[src/rtl/tri_bus_arbiter_if.sv]
// Bus bundle shared by the tristate-bus arbiter and its requesters.
// The arbiter side takes the master modport: it samples the request
// levels and drives grant, buffer enables and status back out.
interface tri_bus_arbiter_if #(
    parameter int N = 4
);
    logic [N-1:0] req;
    logic [N-1:0] gnt;
    logic [N-1:0] oe;
    logic [2:0]   owner;
    logic         busy;
    logic         timeout;

    modport master (
        input  req,
        output gnt,
        output oe,
        output owner,
        output busy,
        output timeout
    );

    modport slave (
        output req,
        input  gnt,
        input  oe,
        input  owner,
        input  busy,
        input  timeout
    );
endinterface

[src/rtl/tri_bus_arbiter.sv]
// Round-robin arbiter for N requesters sharing one tristate bus.
// A grant lasts while the owner holds its request, up to MAX_HOLD cycles,
// after which it is forcibly released and a timeout pulse is raised.
// Every release is followed by TA turnaround cycles with all buffers off
// so two drivers never fight on the bus. The owner's buffer enable trails
// its grant by one cycle so the requester has a setup cycle before driving.
module tri_bus_arbiter #(
    parameter int N        = 4,
    parameter int MAX_HOLD = 8,
    parameter int TA       = 1
) (
    input  logic               clk,
    input  logic               rst,
    tri_bus_arbiter_if.master  bus
);

    localparam int IW = $clog2(N);

    typedef enum logic [1:0] {
        ST_IDLE  = 2'd0,
        ST_GRANT = 2'd1,
        ST_TURN  = 2'd2
    } state_t;

    state_t       state_r;
    logic [N-1:0] gnt_r;
    logic [N-1:0] oe_r;
    logic [2:0]   owner_r;
    logic [2:0]   last_owner_r;
    logic         busy_r;
    logic         timeout_r;
    logic [7:0]   hold_cnt_r;
    logic [3:0]   turn_cnt_r;

    logic [2:0]   pick_idx_s;
    logic [N-1:0] pick_onehot_s;
    logic         own_req_s;

    // First requester found searching upward from last+1 with wrap-around.
    // Walking the candidates from farthest to nearest and overwriting leaves
    // the nearest requesting index as the result.
    function automatic logic [2:0] rr_pick(input logic [N-1:0] r,
                                           input logic [2:0]   last);
        logic [2:0] idx;
        int         cand;
        idx = 3'd0;
        for (int i = N; i >= 1; i--) begin
            cand = (int'(last) + i) % N;
            if (r[IW'(cand)]) begin
                idx = 3'(cand);
            end else begin
                idx = idx;
            end
        end
        return idx;
    endfunction

    // Next-owner selection and the current owner's request level.
    always_comb begin
        pick_idx_s    = rr_pick(bus.req, last_owner_r);
        pick_onehot_s = {{(N-1){1'b0}}, 1'b1} << pick_idx_s;
        own_req_s     = |(bus.req & gnt_r);
    end

    // Arbitration state machine with all outputs registered.
    always_ff @(posedge clk or negedge rst) begin
        if (!rst) begin
            state_r      <= ST_IDLE;
            gnt_r        <= {N{1'b0}};
            oe_r         <= {N{1'b0}};
            owner_r      <= 3'd0;
            last_owner_r <= 3'(N - 1);
            busy_r       <= 1'b0;
            timeout_r    <= 1'b0;
            hold_cnt_r   <= 8'd0;
            turn_cnt_r   <= 4'd0;
        end else begin
            case (state_r)
                ST_IDLE: begin
                    timeout_r <= 1'b0;
                    oe_r      <= {N{1'b0}};
                    if (bus.req != {N{1'b0}}) begin
                        state_r      <= ST_GRANT;
                        gnt_r        <= pick_onehot_s;
                        owner_r      <= pick_idx_s;
                        last_owner_r <= pick_idx_s;
                        busy_r       <= 1'b1;
                        hold_cnt_r   <= 8'd0;
                    end else begin
                        gnt_r  <= {N{1'b0}};
                        busy_r <= 1'b0;
                    end
                end

                ST_GRANT: begin
                    if (!own_req_s) begin
                        // Voluntary release wins even when the hold limit
                        // is reached on the same edge.
                        state_r    <= ST_TURN;
                        gnt_r      <= {N{1'b0}};
                        oe_r       <= {N{1'b0}};
                        busy_r     <= 1'b0;
                        timeout_r  <= 1'b0;
                        turn_cnt_r <= 4'd0;
                    end else if (hold_cnt_r == 8'(MAX_HOLD - 1)) begin
                        state_r    <= ST_TURN;
                        gnt_r      <= {N{1'b0}};
                        oe_r       <= {N{1'b0}};
                        busy_r     <= 1'b0;
                        timeout_r  <= 1'b1;
                        turn_cnt_r <= 4'd0;
                    end else begin
                        // Buffer enable follows grant after the setup cycle.
                        oe_r       <= gnt_r;
                        hold_cnt_r <= hold_cnt_r + 8'd1;
                        timeout_r  <= 1'b0;
                    end
                end

                ST_TURN: begin
                    timeout_r <= 1'b0;
                    gnt_r     <= {N{1'b0}};
                    oe_r      <= {N{1'b0}};
                    busy_r    <= 1'b0;
                    if (turn_cnt_r == 4'(TA - 1)) begin
                        state_r <= ST_IDLE;
                    end else begin
                        turn_cnt_r <= turn_cnt_r + 4'd1;
                    end
                end

                default: begin
                    state_r   <= ST_IDLE;
                    gnt_r     <= {N{1'b0}};
                    oe_r      <= {N{1'b0}};
                    busy_r    <= 1'b0;
                    timeout_r <= 1'b0;
                end
            endcase
        end
    end

    assign bus.gnt     = gnt_r;
    assign bus.oe      = oe_r;
    assign bus.owner   = owner_r;
    assign bus.busy    = busy_r;
    assign bus.timeout = timeout_r;

endmodule

[src/flat_wrapper.sv]
// flat-port wrapper written by rule: the top's interface ports become plain ports
module tri_bus_arbiter_flat 
#(
    parameter int N        = 4,
    parameter int MAX_HOLD = 8,
    parameter int TA       = 1
)
  (clk, rst, bus_req, bus_gnt, bus_oe, bus_owner, bus_busy, bus_timeout);
  tri_bus_arbiter_if #(.N(N)) bus_i ();
  input  logic clk;
  input  logic rst;
  input wire logic [$bits(bus_i.req)-1:0] bus_req;
  output wire logic [$bits(bus_i.gnt)-1:0] bus_gnt;
  output wire logic [$bits(bus_i.oe)-1:0] bus_oe;
  output wire logic [$bits(bus_i.owner)-1:0] bus_owner;
  output wire logic [$bits(bus_i.busy)-1:0] bus_busy;
  output wire logic [$bits(bus_i.timeout)-1:0] bus_timeout;
  assign bus_i.req = bus_req;
  assign bus_gnt = bus_i.gnt;
  assign bus_oe = bus_i.oe;
  assign bus_owner = bus_i.owner;
  assign bus_busy = bus_i.busy;
  assign bus_timeout = bus_i.timeout;
  tri_bus_arbiter #(.N(N), .MAX_HOLD(MAX_HOLD), .TA(TA)) u_core (.clk(clk), .rst(rst), .bus(bus_i));
endmodule
[config.mk]
export PLATFORM = sky130hd
export DESIGN_NAME = tri_bus_arbiter_flat
export DESIGN_NICKNAME = d
export VERILOG_FILES = /design/src/rtl/tri_bus_arbiter_if.sv /design/src/rtl/tri_bus_arbiter.sv /design/src/flat_wrapper.sv
export SDC_FILE = /design/constraint.sdc
export NUM_CORES = 1
export LEC_CHECK = 0
export BUFFER_PORTS_ARGS = -buffer_cell sky130_fd_sc_hd__clkbuf_2
export CAP_MARGIN = 20
export CORE_MARGIN = 2
export CORE_UTILIZATION = 50
export CTS_CLUSTER_DIAMETER = 120
export DETAILED_ROUTE_END_ITERATION = 16
export HOLD_SLACK_MARGIN = 0.05
export PLACE_DENSITY = 0.78
export RECOVER_POWER = 50
export SETUP_SLACK_MARGIN = 0.2
export SYNTH_ARGS = -nofsm -noshare
export SYNTH_HDL_FRONTEND = slang
export SYNTH_SLANG_ARGS = --single-unit
[constraint.sdc]
create_clock -name clk -period 2.1 [get_ports clk]
set_input_delay 0.42 -clock clk [delete_from_list [all_inputs] [get_ports clk]]
set_output_delay 0.42 -clock clk [all_outputs]
set_load 0.05 [all_outputs]
==> out/metrics.csv <==
metric;value;unit
status;finished, final reports clean;
Post-synth top flop;dfrtp_1;
Post-Synth XOR/XNOR Area;3.743;%
antenna violations before repair;0;
clk sinks;28;
CTS Buf Count;3;
Synth Area in Simple Gates;19.34;%
chip width;56.99;µm
Routability Congestion;0.8831;
First-pass DRT Iterations;4;
adder-cell share of the synthesized area;2.674;%
hold slack;400.0;ps
termination of the worst setup path;u_core.bus.gnt[1];
Detailed Route Iter0 Violations;36;
clock latency on the worst-skew pair;330;ps
DP Area;1521;µm²
Worst Setup Path Type;reg -> reg;
mapped cell area;1404;µm²
Row Count;19;
Peak VDD IR;0.8408;mV
Min-Delay Path Class;in -> async;
Worst-Margin Slew;1447;ps
min setup slack post-route;300.2;ps
setup slack at placement;262.4;ps
Slew headroom;3.548;%
ANT cells;0;
Yosys cell types;44;
Pwr Total;2.073;mW
Setup Skew;9.455;ps
Worst Path Required;2340;ps
RSZ-0062 raised after global routing;false;
die footprint;3247;µm²
Startpoint Class;register;
post-CTS setup buffer count;0;
cell total after placement;179;
nets;162;
FF-to-FF Start;u_core.hold_cnt_r[6];
final hold vios;0;
vias in the first global route;1082;
Peak Freq;555.6;MHz
CP startpoint;u_core.hold_cnt_r[6];
first-pass GRT wire length;4878;µm
vias per cell;5.874;
Tmin final;1800;ps
initial core utilization;51.80;%
clk buf depth;2;
Setup-failing EPs final;0;
Yosys warnings;0;
Worst R2R Setup Slack;300;ps
CTS resizes;0;
Routed WL per cell;15.52;µm
largest net degree at the start of global routing;29;
Compound-Gate Fraction of Synth Area;18.81;%
Vert. Die Dim;56.99;µm
fin area;1565;µm²
via count;1075;
DRC;0;
Setup crit end kind;register;
critical path arrival;2040;ps
multiplexer share of the synthesized area;1.426;%
total negative setup slack;0;ps
number of H-tree levels;1;
commonest non-fill, non-tap cell in the layout;dfrtp_1;
fin crit share;85.70;%
Util after Layout;57.76;%
final cell count without fillers;183;
sequential area share after synthesis;50.09;%
Max FO, Critical Path;10;
PD cells;1324;nW/µm²
Final HPWL DP;2063;µm
delay-heaviest family, CP;simple AND/OR/NAND/NOR gates;
post-route ant nets;0;
clk root buf;clkbuf_4;
layout cells sized above 1;17.11;%
ys async rst share;100.0;%
Fillers;247;
combinational family with the most area after synthesis;simple AND/OR/NAND/NOR gates;
Syn Area/Cell;10.56;µm²
flop and latch count out of synthesis;28;
reg-to-reg critical path endpoint;u_core.bus.gnt[1];
clock transition at the registers of the reported paths;150;ps
CTS tree;built;
total core area;2710;µm²
Top Ports;19;
Max Transition Viols Final;0;
Post-synth EDFFs;0;
most frequent cells in the layout;26 x dfrtp_1, 12 x nor2_1, 10 x clkbuf_2;
Gate Count Post-Synth;133;
CTS hold repair buffers;0;
Area Overhead vs Synth;11.50;%
instance count on the critical path;4;
grt ovf;0;
Routed WL;2840;µm
reg2reg path depth;4;
cell chain of the critical path;or4_4, o31a_4, and3_4, a31o_1;
critical path buffer and inverter count;0;
number of max-cap violations;0;
Mapped Nets;142;
CP max stage cell;or4_4;
GRT Resource Usage Total;19.08;%
PortBufs;17;
Pleak;0.7346;nW
critical path's largest stage delay;550;ps
-- registers in the layout, indices dropped and copies added (netlist names) --
signal and count:
u_core.last_owner_r 2, u_core.bus.busy 1, u_core.bus.oe 4, u_core.bus.owner 2
u_core.hold_cnt_r 8, u_core.turn_cnt_r 4, u_core.state_r 2, u_core.bus.timeout 1
u_core.bus.gnt 4
-- cells in the mapped netlist (all sizes together), types with 2 or more instances --
cell type  count  area, µm²
dfrtp         26      650.6
nor2          12      45.04
inv            8      30.03
a21o           6      45.04
nand2          6      22.52
xnor2          5      43.79
a211oi         4      30.03
and3           4      35.03
nand2b         4      25.02
nand3          4      20.02
nand4          4      25.02
a2111oi        3      26.28
a21oi          3      15.01
a31o           3      26.28
buf            3      17.52
ha             3      37.54
nand4b         3      26.28
o21ai          3      15.01
a22oi          2      15.01
and2           2      12.51
dfstp          2      52.55
mux2i          2      20.02
nor2b          2      12.51
o211ai         2      15.01
o22ai          2      12.51
-- report_power, final --
part	total, mW	internal (mW)	switching [mW]
logic	0.902	0.303	0.599
registers	0.822	0.676	0.145
clock network	0.349	0.193	0.156
total	2.07	1.17	0.900
-- metal layers --
layer / share of wire [%] / vias up / track usage, %
li1: - / 517 / -
met1: 49 / 526 / 27.38
met2: 46 / 27 / 30.05
met3: 4.2 / 5 / 2.721
met4: 1.3 / 0 / 6.312
met5: 0 / - / 0
-- worst reg2reg max path, stage by stage, from the launching register on --
cell	delay [ps]
dfrtp_1	450
or4_4	550
o31a_4	350
and3_4	200
a31o_1	170
-- how the worst min path moves through the flow --
| stage | end | startpoint | slack [ps] |
|---|---|---|---|
| floorplan | u_core.bus.busy | rst | 120 |
| global placement | u_core.bus.owner[1] | u_core.bus.owner[1] | 460 |
| detailed placement | u_core.bus.owner[1] | rst | 490 |
| CTS | u_core.bus.owner[1] | rst | 120 |
| global route | u_core.bus.owner[1] | rst | 510 |
| finish | u_core.bus.owner[1] | rst | 400 |
-- kinds of logic (layout without fill, tap and decap cells) --
kind of cell | after synthesis | count (layout)
AND/OR/NAND/NOR | 47 | 47
AO/OA/AOI/OAI | 34 | 34
flip-flops | 28 | 28
buffers and inverters | 12 | 31
XOR/XNOR | 6 | 6
adder cells (fa/ha/maj) | 3 | 3
multiplexers | 2 | 2
other | 1 | 1
-- cell type report --
| cell class | count | area [µm²] | share of cell area, % |
|---|---|---|---|
| well taps | 31 | 38.79 | 2.478 |
| repair buffers | 19 | 91.34 | 5.835 |
| clock inverters | 1 | 30.03 | 1.918 |
| inverters | 8 | 30.03 | 1.918 |
| clock buffers | 3 | 22.52 | 1.439 |
| flip-flops and latches | 28 | 703.2 | 44.92 |
| multi-input cells | 93 | 649.4 | 41.49 |
No activity file was read; power rests on OpenSTA's default activity.
